File: config.mk
export PLATFORM = sky130hd
export DESIGN_NAME = oddrx2_tx_gearbox
export DESIGN_NICKNAME = d
export VERILOG_FILES = /design/src/rtl/oddrx2_tx_pkg.sv /design/src/rtl/oddrx2_tx_fifo.sv /design/src/rtl/oddrx2_tx_gearbox.sv
export SDC_FILE = /design/constraint.sdc
export NUM_CORES = 1
export LEC_CHECK = 0
export CAP_MARGIN = 20
export CORE_MARGIN = 8
export CORE_UTILIZATION = 53
export DETAILED_ROUTE_END_ITERATION = 10
export DONT_BUFFER_PORTS = 1
export PLACE_DENSITY_LB_ADDON = 0.25
export SETUP_SLACK_MARGIN = 0.02
export SLEW_MARGIN = 20
export SYNTH_ARGS = -nofsm -noshare
export SYNTH_HDL_FRONTEND = slang
export SYNTH_HIERARCHICAL = 1
export SYNTH_SLANG_ARGS = --single-unit
File: constraint.sdc
create_clock -name SCLK -period 4.27 [get_ports SCLK]
set_input_delay 0.2135 -clock SCLK [delete_from_list [all_inputs] [get_ports SCLK]]
set_output_delay 0.2135 -clock SCLK [all_outputs]
set_load 0.05 [all_outputs]
File: src/rtl/oddrx2_tx_pkg.sv
// Shared definitions for the x2 DDR transmit gearbox: FSM states, training nibble,
// and the LEVEL width helper.
package oddrx2_tx_pkg;

    typedef enum logic [1:0] {
        ST_IDLE  = 2'd0,
        ST_SEND  = 2'd1,
        ST_TRAIN = 2'd2
    } tx_state_t;

    // Serial 0,1,0,1 when D0 is shifted out first.
    localparam logic [3:0] TRAIN_NIB = 4'b1010;

    function automatic int level_width(input int depth);
        return $clog2(depth) + 1;
    endfunction

endpackage

File: src/rtl/oddrx2_tx_fifo.sv
// Small synchronous word FIFO feeding the gearbox; read data is presented
// combinationally from the head entry so a pop and its data land on the same edge.
module oddrx2_tx_fifo
    import oddrx2_tx_pkg::*;
#(
    parameter int DATA_W = 8,
    parameter int DEPTH  = 4,
    parameter int LVL_W  = level_width(DEPTH)
) (
    input  logic              clk,
    input  logic              srst,
    input  logic              wr_en,
    input  logic [DATA_W-1:0] wr_data,
    input  logic              rd_en,
    output logic [DATA_W-1:0] rd_data,
    output logic              full,
    output logic              empty,
    output logic [LVL_W-1:0]  level
);

    localparam int AW = $clog2(DEPTH);

    logic [DATA_W-1:0] mem [DEPTH];
    logic [AW-1:0]     wr_ptr_reg;
    logic [AW-1:0]     rd_ptr_reg;
    logic [LVL_W-1:0]  level_reg;
    logic              do_wr;
    logic              do_rd;

    assign full    = (level_reg == LVL_W'(DEPTH));
    assign empty   = (level_reg == '0);
    assign level   = level_reg;
    assign do_wr   = wr_en && !full;
    assign do_rd   = rd_en && !empty;
    assign rd_data = mem[rd_ptr_reg];

    always_ff @(posedge clk) begin
        if (do_wr) begin
            mem[wr_ptr_reg] <= wr_data;
        end
    end

    always_ff @(posedge clk) begin
        if (srst) begin
            wr_ptr_reg <= '0;
            rd_ptr_reg <= '0;
            level_reg  <= '0;
        end else begin
            if (do_wr) begin
                wr_ptr_reg <= wr_ptr_reg + 1'b1;
            end
            if (do_rd) begin
                rd_ptr_reg <= rd_ptr_reg + 1'b1;
            end
            // Pointers wrap naturally because DEPTH is a power of two.
            case ({do_wr, do_rd})
                2'b10:   level_reg <= level_reg + 1'b1;
                2'b01:   level_reg <= level_reg - 1'b1;
                default: level_reg <= level_reg;
            endcase
        end
    end

endmodule

File: src/rtl/oddrx2_tx_gearbox.sv
// Word-to-nibble gearbox feeding a 4:1 x2 output DDR cell in its SCLK domain.
// Optional link-training burst is compiled in with `define ODDRX2_TX_TRAIN_EN.
module oddrx2_tx_gearbox
    import oddrx2_tx_pkg::*;
#(
    parameter int         DATA_W    = 8,
    parameter int         DEPTH     = 4,
    parameter logic [3:0] IDLE_NIB  = 4'b0000,
    parameter int         TRAIN_LEN = 16
) (
    input  logic                          SCLK,
    input  logic                          RST,
    input  logic [DATA_W-1:0]             IN_DATA,
    input  logic                          IN_VALID,
    output logic                          IN_READY,
    input  logic                          TRAIN_REQ,
    output logic                          D0,
    output logic                          D1,
    output logic                          D2,
    output logic                          D3,
    output logic                          TX_ACTIVE,
    output logic [level_width(DEPTH)-1:0] LEVEL
);

    localparam int NIB   = DATA_W / 4;
    localparam int LVL_W = level_width(DEPTH);
    localparam int CNT_W = (NIB > 1) ? $clog2(NIB) : 1;
    localparam logic [CNT_W-1:0] LAST_NIB = CNT_W'(NIB - 1);

    tx_state_t         state_reg, state_next;
    logic [DATA_W-1:0] shift_reg, shift_next;
    logic [CNT_W-1:0]  nib_cnt_reg, nib_cnt_next;
    logic [3:0]        d_reg, d_next;
    logic              active_reg, active_next;

    logic [DATA_W-1:0] fifo_rd_data;
    logic              fifo_full;
    logic              fifo_empty;
    logic              pop;
    logic              load_word;
    logic              start_train;
    logic              train_go;

    assign IN_READY = !fifo_full && !RST;

    oddrx2_tx_fifo #(
        .DATA_W (DATA_W),
        .DEPTH  (DEPTH),
        .LVL_W  (LVL_W)
    ) u_fifo (
        .clk     (SCLK),
        .srst    (RST),
        .wr_en   (IN_VALID && IN_READY),
        .wr_data (IN_DATA),
        .rd_en   (pop),
        .rd_data (fifo_rd_data),
        .full    (fifo_full),
        .empty   (fifo_empty),
        .level   (LEVEL)
    );

`ifdef ODDRX2_TX_TRAIN_EN
    localparam int TCNT_W = (TRAIN_LEN > 1) ? $clog2(TRAIN_LEN) : 1;
    localparam logic [TCNT_W-1:0] TRAIN_LAST = TCNT_W'(TRAIN_LEN - 1);

    logic              train_pend_reg, train_pend_next;
    logic [TCNT_W-1:0] train_cnt_reg, train_cnt_next;

    // A request arriving on the last nibble of a word counts as pending.
    assign train_go = train_pend_reg || TRAIN_REQ;

    always_comb begin
        train_pend_next = train_pend_reg;
        train_cnt_next  = train_cnt_reg;
        if (start_train) begin
            train_pend_next = 1'b0;
            train_cnt_next  = '0;
        end else begin
            if (state_reg == ST_SEND && TRAIN_REQ) begin
                train_pend_next = 1'b1;
            end
            if (state_reg == ST_TRAIN) begin
                train_cnt_next = train_cnt_reg + 1'b1;
            end
        end
    end

    always_ff @(posedge SCLK) begin
        if (RST) begin
            train_pend_reg <= 1'b0;
            train_cnt_reg  <= '0;
        end else begin
            train_pend_reg <= train_pend_next;
            train_cnt_reg  <= train_cnt_next;
        end
    end
`else
    logic unused_train;
    assign unused_train = TRAIN_REQ ^ (TRAIN_LEN > 0);
    assign train_go     = 1'b0;
`endif

    always_comb begin
        state_next   = state_reg;
        shift_next   = shift_reg;
        nib_cnt_next = nib_cnt_reg;
        d_next       = IDLE_NIB;
        active_next  = 1'b0;
        pop          = 1'b0;
        load_word    = 1'b0;
        start_train  = 1'b0;

        case (state_reg)
            ST_IDLE: begin
                if (train_go) begin
                    start_train = 1'b1;
                end else if (!fifo_empty) begin
                    load_word = 1'b1;
                end
            end
            ST_SEND: begin
                if (nib_cnt_reg != LAST_NIB) begin
                    d_next       = shift_reg[3:0];
                    shift_next   = shift_reg >> 4;
                    nib_cnt_next = nib_cnt_reg + 1'b1;
                    active_next  = 1'b1;
                end else if (train_go) begin
                    start_train = 1'b1;
                end else if (!fifo_empty) begin
                    load_word = 1'b1;
                end else begin
                    state_next = ST_IDLE;
                end
            end
`ifdef ODDRX2_TX_TRAIN_EN
            ST_TRAIN: begin
                if (train_cnt_reg == TRAIN_LAST) begin
                    state_next = ST_IDLE;
                end else begin
                    d_next      = TRAIN_NIB;
                    active_next = 1'b1;
                end
            end
`endif
            default: state_next = ST_IDLE;
        endcase

        // Loading drives nibble 0 immediately and keeps the rest for later cycles.
        if (load_word) begin
            pop          = 1'b1;
            d_next       = fifo_rd_data[3:0];
            shift_next   = fifo_rd_data >> 4;
            nib_cnt_next = '0;
            active_next  = 1'b1;
            state_next   = ST_SEND;
        end
        if (start_train) begin
            d_next      = TRAIN_NIB;
            active_next = 1'b1;
            state_next  = ST_TRAIN;
        end
    end

    always_ff @(posedge SCLK) begin
        if (RST) begin
            state_reg   <= ST_IDLE;
            shift_reg   <= '0;
            nib_cnt_reg <= '0;
            d_reg       <= IDLE_NIB;
            active_reg  <= 1'b0;
        end else begin
            state_reg   <= state_next;
            shift_reg   <= shift_next;
            nib_cnt_reg <= nib_cnt_next;
            d_reg       <= d_next;
            active_reg  <= active_next;
        end
    end

    assign {D3, D2, D1, D0} = d_reg;
    assign TX_ACTIVE        = active_reg;

endmodule

### Word-level counts from Yosys, hierarchy flattened

Memories as Yosys holds them, arrays and structs flattened. A register that Yosys moved wholly into a read port is not among the register bits.
Index checks and enable logic that the tools add are counted.

| word-level totals | value |
|---|---|
| register bits after elaboration | 19 |
| bits in writable memories | 32 |
| output and inout port bits | 9 |
| memories kept | 1 |

Memory list:

| memory | depth | width | read ports | clocked after memory_dff | wr ports | line | source |
|---|---|---|---|---|---|---|---|
| u_fifo.mem | 4 | 8 | 1 | 1 | 1 | oddrx2_tx_fifo.sv:23 | `logic [DATA_W-1:0] mem [DEPTH];` |

| cells by class | value |
|---|---|
| $add $sub $neg | 5 |
| eq/ne operators | 10 |
| muxes and demuxes | 23 |
| bitwise gates (word level) | 1 |
| reductions and logical operators | 15 |

Operators by type and width:

| cell | number |
|---|---|
| 4-bit two-way mux | 6 |
| 1-bit two-way mux | 10 |
| 2-bit two-way mux | 4 |
| 2-bit inequality test, second input constant | 3 |
| 3-bit inequality test, second input constant | 2 |
| 3-bit case mux with 2 select lines | 1 |
| 3-bit AND reduction | 2 |
| 2-bit by 1-bit adder with 2-bit output, second input constant | 2 |
| 2-bit by 1-bit equality test with 1-bit output, second input constant | 2 |
| 1-bit logical AND | 4 |
| 2-bit case mux with 2 select lines | 1 |
| 2-bit nonzero test | 2 |
| 3-bit by 1-bit adder with 3-bit output, second input constant | 1 |
| 3-bit equality test, second input constant | 1 |
| 1-bit zero test | 3 |
| 3-bit zero test | 1 |
| 3-bit by 1-bit subtractor with 3-bit output, second input constant | 1 |
| 2-bit equality test, second input constant | 1 |
| 2-bit zero test | 1 |
| 2-bit by 1-bit inequality test with 1-bit output, second input constant | 1 |
| 1-bit case mux with 2 select lines | 1 |
| 2-bit AND reduction | 1 |
| 2-bit OR reduction | 1 |
| 1-bit adder, second input constant | 1 |
| 1-bit NOT | 1 |

### Logic depth before layout (Yosys ltp)

Gate-level depths: netlist of run 1.

| depth | value |
|---|---|
| depth in word-level cells | 8 |
| mapped depth | 12 |
| depth with buffers taken out | 12 |

### Modules after synthesis

The synthesis of run 1 kept the hierarchy.

By module, submodules not included:

| module | times used | cells an instance | area each (um2) | sequential area each (um2) |
|---|---|---|---|---|
| oddrx2_tx_fifo | 1 | 96 | 1635.3 | 1141.1 |
| oddrx2_tx_gearbox | 1 | 43 | 435.4 | 220.2 |

### Worst setup path after synthesis of run 1

No wires, ideal clock.

| path | value |
|---|---|
| path type | reg-to-reg |
| from | register u_fifo.level_reg[0] (netlist: u_fifo/level[0]) |
| to | register u_fifo.level_reg[2] (netlist: u_fifo/level[2]) |
| arrival time | 3041 ps |
| data required time | 4200 ps |
| setup slack | 1159 ps |
| cell stages (with the launch flop) | 13 |
| path buffers | 0 |
| cell sequence | dfxtp_1 -> nor3b_2 -> nor2_1 -> and2_1 -> inv_1 -> nor2_1 -> inv_1 -> ha_1 -> inv_1 -> fa_1 -> xor2_1 -> or3_1 -> a21oi_1 |

| on the way | value |
|---|---|
| elaborated cells on any way between the ends | 18 |

RTL lines:

| element | line | source |
|---|---|---|
| from (decl) | oddrx2_tx_fifo.sv:26 | `logic [LVL_W-1:0] level_reg;` |
| from (signal assigned) | oddrx2_tx_fifo.sv:57 | `2'b10: level_reg <= level_reg + 1'b1;` |
| from (signal assigned) | oddrx2_tx_fifo.sv:58 | `2'b01: level_reg <= level_reg - 1'b1;` |
| from (signal assigned) | oddrx2_tx_fifo.sv:59 | `default: level_reg <= level_reg;` |
| 3-bit equality test * | oddrx2_tx_fifo.sv:30 | `assign full = (level_reg == LVL_W'(DEPTH));` |
| via fifo_full | oddrx2_tx_gearbox.sv:37 | `logic fifo_full;` |
| 1-bit zero test * | oddrx2_tx_gearbox.sv:44 | `assign IN_READY = !fifo_full && !RST;` |
| 1-bit logical AND * | oddrx2_tx_gearbox.sv:44 |  |
| via IN_READY | oddrx2_tx_gearbox.sv:15 | `output logic IN_READY,` |
| 1-bit logical AND * | oddrx2_tx_gearbox.sv:53 | `.wr_en (IN_VALID && IN_READY),` |
| 1-bit logical AND * | oddrx2_tx_fifo.sv:33 | `assign do_wr = wr_en && !full;` |
| 2-bit by 1-bit equality test with 1-bit output or 2-bit equality test (tied branches) | oddrx2_tx_fifo.sv:56 | `case ({do_wr, do_rd})` |
| 3-bit case mux with 2 select lines or 2-bit nonzero test (tied branches) | - |  |

The timed path passes the listed nets; every way through them passes the cells marked *.
A chain may end at the register's enable or synchronous reset.

### Worst setup path in the final report of run 1

| path | value |
|---|---|
| from | register u_fifo.level_reg[2] (netlist: u_fifo/level[2]) |
| to | register u_fifo.level_reg[2] (netlist: u_fifo/level[2]) |

| on the way | value |
|---|---|
| elaborated cells on any way between the ends | 18 |

RTL lines:

| element | line |
|---|---|
| 3-bit equality test * | oddrx2_tx_fifo.sv:30 |
| via fifo_full | oddrx2_tx_gearbox.sv:37 |
| 1-bit zero test * | oddrx2_tx_fifo.sv:33, oddrx2_tx_gearbox.sv:44 |
| 1-bit logical AND | oddrx2_tx_gearbox.sv:44 |
| 1-bit logical AND | oddrx2_tx_gearbox.sv:53 |
| 1-bit logical AND * | oddrx2_tx_fifo.sv:33 |
| 2-bit by 1-bit equality test with 1-bit output or 2-bit equality test (tied branches) | oddrx2_tx_fifo.sv:56 |
| 3-bit case mux with 2 select lines or 2-bit nonzero test (tied branches) | - |

Marked as above.

==> metrics.log, run 1 <==
INFO  metric outcome = finished clean
INFO  metric layout_worst_path_cycle_share = 68.64%
INFO  metric globalplace.congestion = 0.6714
INFO  metric yosys_most_used_dff = edfxtp_1
INFO  metric total_wirelength = 3413 microns
INFO  metric grt_antenna_before_repair = 0
INFO  metric irDropWorstVdd = 308.6 uV
INFO  metric clock_tree.root_cell = clkbuf_8
INFO  metric detail_route.drc_violations = 0
INFO  metric routed_via_density = 5.447
INFO  metric synthesis.area = 2071 sq um
INFO  metric syn-instance-count = 139
INFO  metric rsz_0062_raised_after_global_routing = no
INFO  metric postSynthNetCount = 157
INFO  metric dieHeight = 78.51 microns
INFO  metric fin_skew = 0.005141 ns
INFO  metric area_growth = 11.06%
INFO  metric crit_type = reg -> reg
INFO  metric ios = 21
INFO  metric setup.reg_to_reg.worst_slack = 1.34 ns
INFO  metric post_synth_num_cell_types = 25
INFO  metric tritoncts = built
INFO  metric drt.antenna.violating_nets = 0
INFO  metric final.hold.worst_slack = 0.1258 ns
INFO  metric timing.max_cap.violations = 0
INFO  metric setup_viol = 0
INFO  metric antenna_cells = 0
INFO  metric post_synth_xor_area_fraction = 1.269%
INFO  metric largest_reg_flops = 32
INFO  metric gr-usage-all-layers = 12.12%
INFO  metric worst_pin_slew = 0.8889 ns
INFO  metric routedWlPerCell = 17.15 microns
INFO  metric max_clock_freq = 0.3412 GHz
INFO  metric critical_path_required = 4.50 ns
INFO  metric main_combinational_cell_family_by_area_after_synthesis = multiplexers
INFO  metric cts_setup_buffers = 0
INFO  metric first_global_vias = 1131
INFO  metric synth.avg_cell_area = 14.90 sq um
INFO  metric critPathMaxFanout = 6
INFO  metric design_area = 2300 sq um
INFO  metric placed_cell_area = 2098 sq um
INFO  metric worst_skew_pair.late_latency = 0.30 ns
INFO  metric power_per_cell_area = 537.1 nW/um^2
INFO  metric postSynth.asyncResetShare = 0%
INFO  metric dr_total_vias = 1084
INFO  metric initial_core_util = 55.72%
INFO  metric seq_area_frac_synth = 65.74%
INFO  metric die_width = 78.51 microns
INFO  metric end_kind = register
INFO  metric cts-htree-levels = 2
INFO  metric final_net_count = 168
INFO  metric worst_hold_path_type = in -> reg
INFO  metric layout-drive-gt1-share = 15.23%
INFO  metric dpl.hpwl = 2341 microns
INFO  metric clock_pin_transition_on_the_worst_setup_and_hold_timing_paths = 0.09 ns
INFO  metric floorplan.rows = 22
INFO  metric synth_fa_ha_area_share = 3.988%
INFO  metric period_needed = 2.931 ns
INFO  metric floorplan.die_area = 6163 sq um
INFO  metric setup.worst_path.start_class = register
INFO  metric synth.ff_latch_count = 52
INFO  metric grt.overflow.total = 0
INFO  metric synth-edff-count = 32
INFO  metric cts.sinks = 52
INFO  metric tns = 0 ns
INFO  metric portBuffers = 0
INFO  metric drt_pass1_iterations = 4
INFO  metric cts_max_path_buffers = 2
INFO  metric report.final.hold_viol_count = 0
INFO  metric synthMuxAreaShare = 11.12%
INFO  metric cp.arrival = 3.17 ns
INFO  metric synth_warnings = 6
INFO  metric synth_simple_gate_area_share = 10.51%
INFO  metric drv_slew = 0
INFO  metric grt_pass1_wl = 5685 microns
INFO  metric p_leak = 0.7876 nW
INFO  metric power.total = 1.235 mW
INFO  metric worst_max_slew_margin_expressed_relative_to_the_limit = 40.42%
INFO  metric dr.first_iter.drc_count = 89
INFO  metric grt_start_max_net_pins = 19
INFO  metric core_area = 3716 sq um
INFO  metric compound_gate_portion_of_the_synthesized_area = 3.988%
INFO  metric cts_inserted_buffers = 5
[routing by layer]
layer	vias up	GRT usage (%)	share of wire, %
met5	-	0	0
met2	21	20.05	53
met1	539	13.37	40
met4	0	4.259	1.3
met3	5	5.695	6.3
li1	519	-	-
[cell usage in the layout, fill, tap and decap left out, drive strengths merged, types with 4 or more instances in the layout]
cell / netlist / routed
edfxtp: 32 / 32
dfxtp: 20 / 20
a21oi: 11 / 11
dlygate4sd3: 0 / 9
inv: 8 / 9
nor2: 8 / 8
mux4: 8 / 8
nand2: 6 / 6
clkbuf: 0 / 6
and2: 5 / 5
mux2i: 5 / 5
ha: 5 / 5
nor3: 5 / 5
nand3b: 4 / 4
[worst max-delay path, cell delays in order (launching register included)]
cell	delay, ns
dfxtp_1	0.75
nor3b_2	0.37
nor2_1	0.09
and2_1	0.16
inv_1	0.07
nor2_1	0.10
inv_1	0.09
ha_1	0.18
inv_1	0.07
fa_1	0.39
xor2_1	0.16
or3_1	0.30
a21oi_1	0.14
[synthesized netlist by cell type (4+ instances only)]
library cell	count	share of area [%]
edfxtp_1	32	46
nand2_1	6	1.1
inv_1	8	1.5
nand3b_1	4	1.5
nor2_1	8	1.5
mux4_2	8	8.7
ha_1	5	3.0
dfxtp_1	20	19
and2_1	5	1.5
mux2i_1	5	2.4
a21oi_1	11	2.7
[metrics by stage]
stage	setup slack [ns]	util, %	instances
2_1_floorplan	1.159	-	139
3_3_place_gp	1.476	56.46	182
3_5_place_dp	1.384	56.46	182
4_1_cts	1.345	61.89	199
5_1_grt	1.148	61.89	199
6_report	1.339	61.89	199
[path summary, 6_finish.rpt]
kind / start / end / cells past startpoint
hold reg to reg: shift_reg[3]$_SDFFE_PP0P_ / d_reg[3]$_SDFF_PP0_ / 2
hold / removal: RST / u_fifo/wr_ptr_reg[1]$_SDFFE_PP0P_ / 2
setup / recovery: u_fifo/level[2]$_SDFFE_PP0P_ / u_fifo/level[2]$_SDFFE_PP0P_ / 12
setup reg to reg: u_fifo/level[2]$_SDFFE_PP0P_ / u_fifo/level[2]$_SDFFE_PP0P_ / 12
[power breakdown]
group	internal (mW)	total (mW)	switching, mW	leakage [nW]
logic	0.101	0.213	0.112	0.278
clock network	0.177	0.336	0.159	0.0558
registers	0.582	0.686	0.104	0.454
[timing repair]
action / CTS / global route
resized for setup: 0 / 0
hold buffers: 9 / 0
endpoints found under the hold margin: 51 / 0
[logic make-up after synthesis]
kind of cell             after synthesis
AND/OR/NAND/NOR                       36
buffers and inverters                 14
AO/OA/AOI/OAI                         15
adder cells (fa/ha/maj)                6
multiplexers                          13
XOR/XNOR                               3
flip-flops                            52
[final cells by class]
class | count | area, sq um
fillers | 281 | 1416
flip-flops and latches | 52 | 1361
multi-input cells | 73 | 639.4
repair buffers | 10 | 97.59
clock buffers | 6 | 72.57
well taps | 48 | 60.06
clock inverters | 2 | 38.79
inverters | 8 | 30.03
Power figures use the tool's default switching activity.
==> inputs of run 2 (changes only) <==
- clock period: 4.27 -> 2.8 ns (I/O delays scaled with it)
==> run 2 against run 1 <==
Against the previous run:
- register-to-register slack worse by 0.98 ns
- combinational power up 80%
- critical endpoint unchanged
- setup slack worse by 0.98 ns
==> metrics.log, run 2 (synthesis gave the netlist of run 1 again) <==
INFO  metric outcome = finished clean
INFO  metric tns = 0 ns (unchanged)
INFO  metric ios = 21 (unchanged)
INFO  metric grt_pass1_wl = 5547 microns (-2.4%)
INFO  metric drt.antenna.violating_nets = 0 (unchanged)
INFO  metric layout_worst_path_cycle_share = 87.33% (+19 points)
INFO  metric clock_pin_transition_on_the_worst_setup_and_hold_timing_paths = 0.09 ns (about the same)
INFO  metric worst_skew_pair.late_latency = 0.31 ns (about the same)
INFO  metric first_global_vias = 1076 (-4.9%)
INFO  metric area_growth = 11.78%
INFO  metric layout-drive-gt1-share = 20.65% (+5.4 points)
INFO  metric p_leak = 0.7984 nW (+1.4%)
INFO  metric worst-path-buf-inv = 3 (unchanged)
INFO  metric setup_viol = 0 (unchanged)
INFO  metric finish.utilization = 62.29% (+0.40 points)
INFO  metric globalplace.congestion = 0.7728 (+15%)
INFO  metric dieHeight = 78.51 microns (unchanged)
INFO  metric critPathMaxFanout = 6 (unchanged)
INFO  metric setup.reg_to_reg.worst_slack = 0.35 ns (-0.98 ns)
INFO  metric dr_total_vias = 1097 (+1.2%)
INFO  metric max_clock_freq = 0.4090 GHz (+20%)
INFO  metric critical_path.cell_chain = nor3b_2 > nor2_2 > and2_1 > inv_1 > nor2_1 > inv_1 > ha_1 > inv_1 > fa_1 > xor2_1 > or3_1 > a21oi_1
INFO  metric antenna_cells = 0 (unchanged)
INFO  metric final_net_count = 172 (+2.4%)
INFO  metric routedWlPerCell = 16.30 microns (-5.0%)
INFO  metric critPathCapture = u_fifo/level[2]$_SDFFE_PP0P_
INFO  metric tritoncts = built
INFO  metric critical-path-slowest-cell = dfxtp_2
INFO  metric design_area = 2315 sq um (+0.65%)
INFO  metric report.final.hold_viol_count = 0 (unchanged)
INFO  metric detail_route.drc_violations = 0 (unchanged)
INFO  metric largest_reg_flops = 32 (unchanged)
INFO  metric placed_cell_area = 2135 sq um (+1.7%)
INFO  metric drt_pass1_iterations = 4 (unchanged)
INFO  metric initial_core_util = 55.72% (unchanged)
INFO  metric period_needed = 2.445 ns (-0.4859 ns)
INFO  metric cp.arrival = 2.67 ns (-0.50 ns)
INFO  metric power.total = 1.809 mW (+46%)
INFO  metric worst_hold_path_type = in -> reg
INFO  metric fin_skew = 0.01241 ns (+0.007272 ns)
INFO  metric timing.max_cap.violations = 0 (unchanged)
INFO  metric gr-usage-all-layers = 11.80% (-0.32 points)
INFO  metric dpl.hpwl = 2336 microns (-0.23%)
INFO  metric max_stage_delay = 0.37 ns (-0.38 ns)
INFO  metric startpoint = u_fifo/level[1]$_SDFFE_PP0P_
INFO  metric core_area = 3716 sq um (unchanged)
INFO  metric cts-htree-levels = 2 (unchanged)
INFO  metric worst_reg2reg_startpoint = u_fifo/level[1]$_SDFFE_PP0P_
INFO  metric cts_inserted_buffers = 5 (unchanged)
INFO  metric power_per_cell_area = 781.5 nW/um^2 (+46%)
INFO  metric ff2ff_path_depth = 12 (unchanged)
INFO  metric grt_antenna_before_repair = 0 (unchanged)
INFO  metric routed_via_density = 5.404 (-0.79%)
INFO  metric layout_common_cells = 32 x edfxtp_1, 17 x dfxtp_1, 11 x a21oi_1
INFO  metric floorplan.die_area = 6163 sq um (unchanged)
INFO  metric critical-path-top-delay-family = simple AND/OR/NAND/NOR gates
INFO  metric worst_pin_slew = 0.6725 ns (-0.2164 ns)
INFO  metric end_kind = register
INFO  metric worst_max_slew_margin_expressed_relative_to_the_limit = 55.02% (+15 points)
INFO  metric grt.overflow.total = 0 (unchanged)
INFO  metric drv_slew = 0 (unchanged)
INFO  metric total_wirelength = 3308 microns (-3.1%)
INFO  metric leading_cell_type_in_the_layout_fill_and_taps_excluded = edfxtp_1
INFO  metric critical_path_required = 3.02 ns (-1.48 ns)
INFO  metric cpMostUsedCell = inv_1
INFO  metric cts.sinks = 52 (unchanged)
INFO  metric irDropWorstVdd = 472.8 uV (+53%)
INFO  metric rsz_0062_raised_after_global_routing = no
INFO  metric die_width = 78.51 microns (unchanged)
INFO  metric critical_path.reg2reg.endpoint = u_fifo/level[2]$_SDFFE_PP0P_
INFO  metric crit_type = reg -> reg
INFO  metric clock_tree.root_cell = clkbuf_8
INFO  metric grt_start_max_net_pins = 19 (unchanged)
INFO  metric cts_max_path_buffers = 2 (unchanged)
INFO  metric setup.worst_path.start_class = register
INFO  metric cp.depth = 12 (unchanged)
INFO  metric cts.repair.resized = 0 (unchanged)
INFO  metric cts_setup_buffers = 0 (unchanged)
INFO  metric portBuffers = 0 (unchanged)
INFO  metric floorplan.rows = 22 (unchanged)
INFO  metric dr.first_iter.drc_count = 62 (-30%)
run 2: cell count changes in the layout (fill, tap and decap cells not counted):
cell and change:
buf_4 +4, dfxtp_1 -3, dfxtp_2 +3, bufinv_16 -1, clkbuf_1 -1, clkinv_2 +1
clkinvlp_4 +1, nor2_1 -1, nor2_2 +1
run 2: worst reg2reg max path, delay by kind of cell (launching register included):
family / cells / cell delay [ns]
AO/OA/AOI/OAI: 1 / 0.16
XOR/XNOR: 1 / 0.16
buffers and inverters: 3 / 0.21
adder cells (fa/ha/maj): 2 / 0.54
flip-flops: 1 / 0.37
AND/OR/NAND/NOR: 5 / 0.93
run 2: metrics by stage:
step	hold slack (ns)	setup WS [ns]	cells
final	0.02188	0.3548	203
after global routing	0.02801	0.1304	203
after detailed placement	0.2133	0.3578	186
after floorplan	0.2193	0.1693	139
after global placement	0.2061	0.4954	186
after CTS	0.01230	0.3358	203
run 2: power breakdown:
part	leakage, nW	switching, mW	internal (mW)
sequential	0.455	0.114	0.889
clock	0.0445	0.245	0.178
combinational	0.299	0.212	0.171
run 2: how the worst min path moves through the flow:
stage | from | endpoint | slack [ns] | cells after the start
floorplan | RST | shift_reg[0]$_SDFFE_PP0P_ | 0.22 | 1
global placement | RST | u_fifo/level[2]$_SDFFE_PP0P_ | 0.21 | 1
detailed placement | RST | d_reg[0]$_SDFF_PP0_ | 0.21 | 1
CTS | RST | u_fifo/wr_ptr_reg[1]$_SDFFE_PP0P_ | 0.01 | 2
global route | RST | u_fifo/wr_ptr_reg[1]$_SDFFE_PP0P_ | 0.03 | 2
finish | RST | u_fifo/wr_ptr_reg[1]$_SDFFE_PP0P_ | 0.02 | 2
run 2: final cells by class:
class	instances	area, sq um
fillers	297	1401
flip-flops and latches	52	1365
multi-input cells	73	641.9
repair buffers	14	127.6
clock buffers	5	68.82
well taps	48	60.06
inverters	8	30.03
clock inverters	3	21.27
run 2: metal layers:
| metal | part of all wire (%) | global-route usage [%] |
|---|---|---|
| met4 | 1.7 | 4.444 |
| met1 | 40 | 13.43 |
| met2 | 52 | 19.47 |
| met3 | 6.0 | 4.784 |
| met5 | 0 | 0 |
run 2: what timing repair did:
action	in CTS	in global routing
endpoints found under the setup margin	0	0
hold buffers	9	0
hold endpoints to repair	51	0
==> inputs of run 3 (changes only) <==
- RECOVER_POWER: default -> 50
==> run 3 against run 2 <==
Against the previous run:
- via count decreased by 0.27%
- first-iteration DRC count up 1.6%
- critical path depth stayed put
- power is 1.0% lower
- clock-buffer cell count did not move
- die area is the same
- clock power about the same
- worst hold slack about the same
- routed wire length about the same
- sequential share of layout area grew 0.41 points
- sequential power hardly changed
- clock skew is essentially flat
- critical endpoint unchanged
==> metrics.log, run 3 (synthesis gave the netlist of run 1 again) <==
INFO  metric worst_pin_slew = 0.6720 ns (-0.0004746 ns)
INFO  metric tns = 0 ns (unchanged)
INFO  metric globalplace.congestion = 0.7728 (unchanged)
INFO  metric report.final.hold_viol_count = 0 (unchanged)
INFO  metric portBuffers = 0 (unchanged)
INFO  metric initial_core_util = 55.72% (unchanged)
INFO  metric clock_pin_transition_on_the_worst_setup_and_hold_timing_paths = 0.09 ns (about the same)
INFO  metric grt.overflow.total = 0 (unchanged)
INFO  metric critical_path_required = 3.03 ns (about the same)
INFO  metric grt_antenna_before_repair = 0 (unchanged)
INFO  metric power_per_cell_area = 780.5 nW/um^2 (-0.14%)
INFO  metric timing.max_cap.violations = 0 (unchanged)
INFO  metric gr-usage-all-layers = 11.80% (unchanged)
INFO  metric end_kind = register
INFO  metric cts.sinks = 52 (unchanged)
INFO  metric drv_slew = 0 (unchanged)
INFO  metric cts_setup_buffers = 0 (unchanged)
INFO  metric routedWlPerCell = 16.31 microns (about the same)
INFO  metric cts_inserted_buffers = 5 (unchanged)
INFO  metric total_wirelength = 3310 microns (about the same)
INFO  metric dp_worst_setup_slack = 0.3578 ns (unchanged)
INFO  metric cts_max_path_buffers = 2 (unchanged)
INFO  metric tritoncts = built
INFO  metric outcome = finished clean
INFO  metric worst_skew_pair.late_latency = 0.31 ns (about the same)
INFO  metric rsz_0062_raised_after_global_routing = no
INFO  metric fin_skew = 0.01241 ns (-0.000004800 ns)
INFO  metric dieHeight = 78.51 microns (unchanged)
INFO  metric worst_max_slew_margin_expressed_relative_to_the_limit = 55.05% (about the same)
INFO  metric period_needed = 2.423 ns (-0.02266 ns)
INFO  metric first_global_vias = 1076 (unchanged)
INFO  metric area_growth = 10.82%
INFO  metric final_net_count = 172 (unchanged)
INFO  metric detail_route.drc_violations = 0 (unchanged)
INFO  metric drt.antenna.violating_nets = 0 (unchanged)
INFO  metric floorplan.rows = 22 (unchanged)
INFO  metric floorplan.die_area = 6163 sq um (unchanged)
INFO  metric setup_viol = 0 (unchanged)
INFO  metric layout-drive-gt1-share = 16.77% (-3.9 points)
INFO  metric drt_pass1_iterations = 4 (unchanged)
INFO  metric clock_tree.root_cell = clkbuf_8
INFO  metric leading_cell_type_in_the_layout_fill_and_taps_excluded = edfxtp_1
INFO  metric dpl.hpwl = 2336 microns (unchanged)
INFO  metric cp.arrival = 2.65 ns (-0.02 ns)
INFO  metric grt_start_max_net_pins = 19 (unchanged)
INFO  metric core_area = 3716 sq um (unchanged)
INFO  metric worst_hold_path_type = in -> reg
INFO  metric dr.first_iter.drc_count = 63 (+1.6%)
INFO  metric final.hold.worst_slack = 0.02215 ns (+0.0002683 ns)
INFO  metric layout_common_cells = 32 x edfxtp_1, 19 x dfxtp_1, 11 x a21oi_1
INFO  metric routed_via_density = 5.389 (-0.27%)
INFO  metric dr_total_vias = 1094 (-0.27%)
INFO  metric setup_slack = 0.3775 ns (+0.02266 ns)
INFO  metric p_leak = 0.7928 nW (-0.70%)
INFO  metric setup.worst_path.start_class = register
INFO  metric largest_reg_flops = 32 (unchanged)
INFO  metric cts-htree-levels = 2 (unchanged)
INFO  metric crit_type = reg -> reg
INFO  metric layout_worst_path_cycle_share = 86.52% (-0.81 points)
INFO  metric power.total = 1.791 mW (-1.0%)
INFO  metric irDropWorstVdd = 472.9 uV (about the same)
INFO  metric critPathMaxFanout = 6 (unchanged)
INFO  metric ios = 21 (unchanged)
INFO  metric grt_pass1_wl = 5547 microns (unchanged)
INFO  metric antenna_cells = 0 (unchanged)
INFO  metric die_width = 78.51 microns (unchanged)
INFO  metric max_clock_freq = 0.4128 GHz (+0.94%)
[run 3: cell types whose count changed in the layout (fill, tap and decap cells not counted), moves of 2 or more]
cell      previous run  this run
clkbuf_1             0         2
buf_4                5         3
dfxtp_1             17        19
dfxtp_2              3         1
[run 3: repair_timing]
action	4_1_cts	5_1_grt
endpoints found under the hold margin	51	0
setup endpoints to repair	0	0
hold buffers	9	0
gates resized for setup	0	0
[run 3: power breakdown]
group / leakage, nW / internal [mW] / switching [mW]
logic: 0.294 / 0.159 / 0.209
clock network: 0.0445 / 0.178 / 0.245
registers: 0.454 / 0.888 / 0.113
total: 0.793 / 1.22 / 0.567
[run 3: area by class of cell]
class                   instances  area (sq um)
well taps                      48         60.06
multi-input cells              73         631.9
repair buffers                 14         120.1
flip-flops and latches         52          1363
inverters                       8         30.03
clock buffers                   5         68.82
clock inverters                 3         21.27
fillers                       303          1421
[run 3: worst paths after layout]
path,start,end,slack (ns),depth (start not counted)
worst min register to register,shift_reg[1]$_SDFFE_PP0P_,d_reg[1]$_SDFF_PP0_,0.45,2
worst min-delay path,RST,u_fifo/wr_ptr_reg[1]$_SDFFE_PP0P_,0.02,2
worst max-delay path,u_fifo/level[1]$_SDFFE_PP0P_,u_fifo/level[2]$_SDFFE_PP0P_,0.38,12
worst max register to register,u_fifo/level[1]$_SDFFE_PP0P_,u_fifo/level[2]$_SDFFE_PP0P_,0.38,12
[run 3: routing by layer]
| layer | wire, microns | vias to the layer above | track usage [%] |
|---|---|---|---|
| li1 | - | 530 | - |
| met1 | 1342 | 535 | 13.43 |
| met2 | 1720 | 24 | 19.47 |
| met3 | 193 | 5 | 4.784 |
| met4 | 55 | 0 | 4.444 |
| met5 | 0 | - | 0 |
[run 3: critical path: stages, from the launching register on]
cell	delay [ns]
dfxtp_2	0.36
nor3b_2	0.30
nor2_2	0.06
and2_1	0.16
inv_1	0.07
nor2_1	0.09
inv_1	0.08
ha_1	0.17
inv_1	0.06
fa_1	0.37
xor2_1	0.16
or3_1	0.30
a21oi_1	0.15
[run 3: metrics by stage]
stage,cells,util (%),instance area (sq um)
2_1_floorplan,139,-,2077
3_3_place_gp,186,57.44,2135
3_5_place_dp,186,57.44,2135
4_1_cts,203,62.29,2315
5_1_grt,203,61.75,2295
6_report,203,61.75,2295
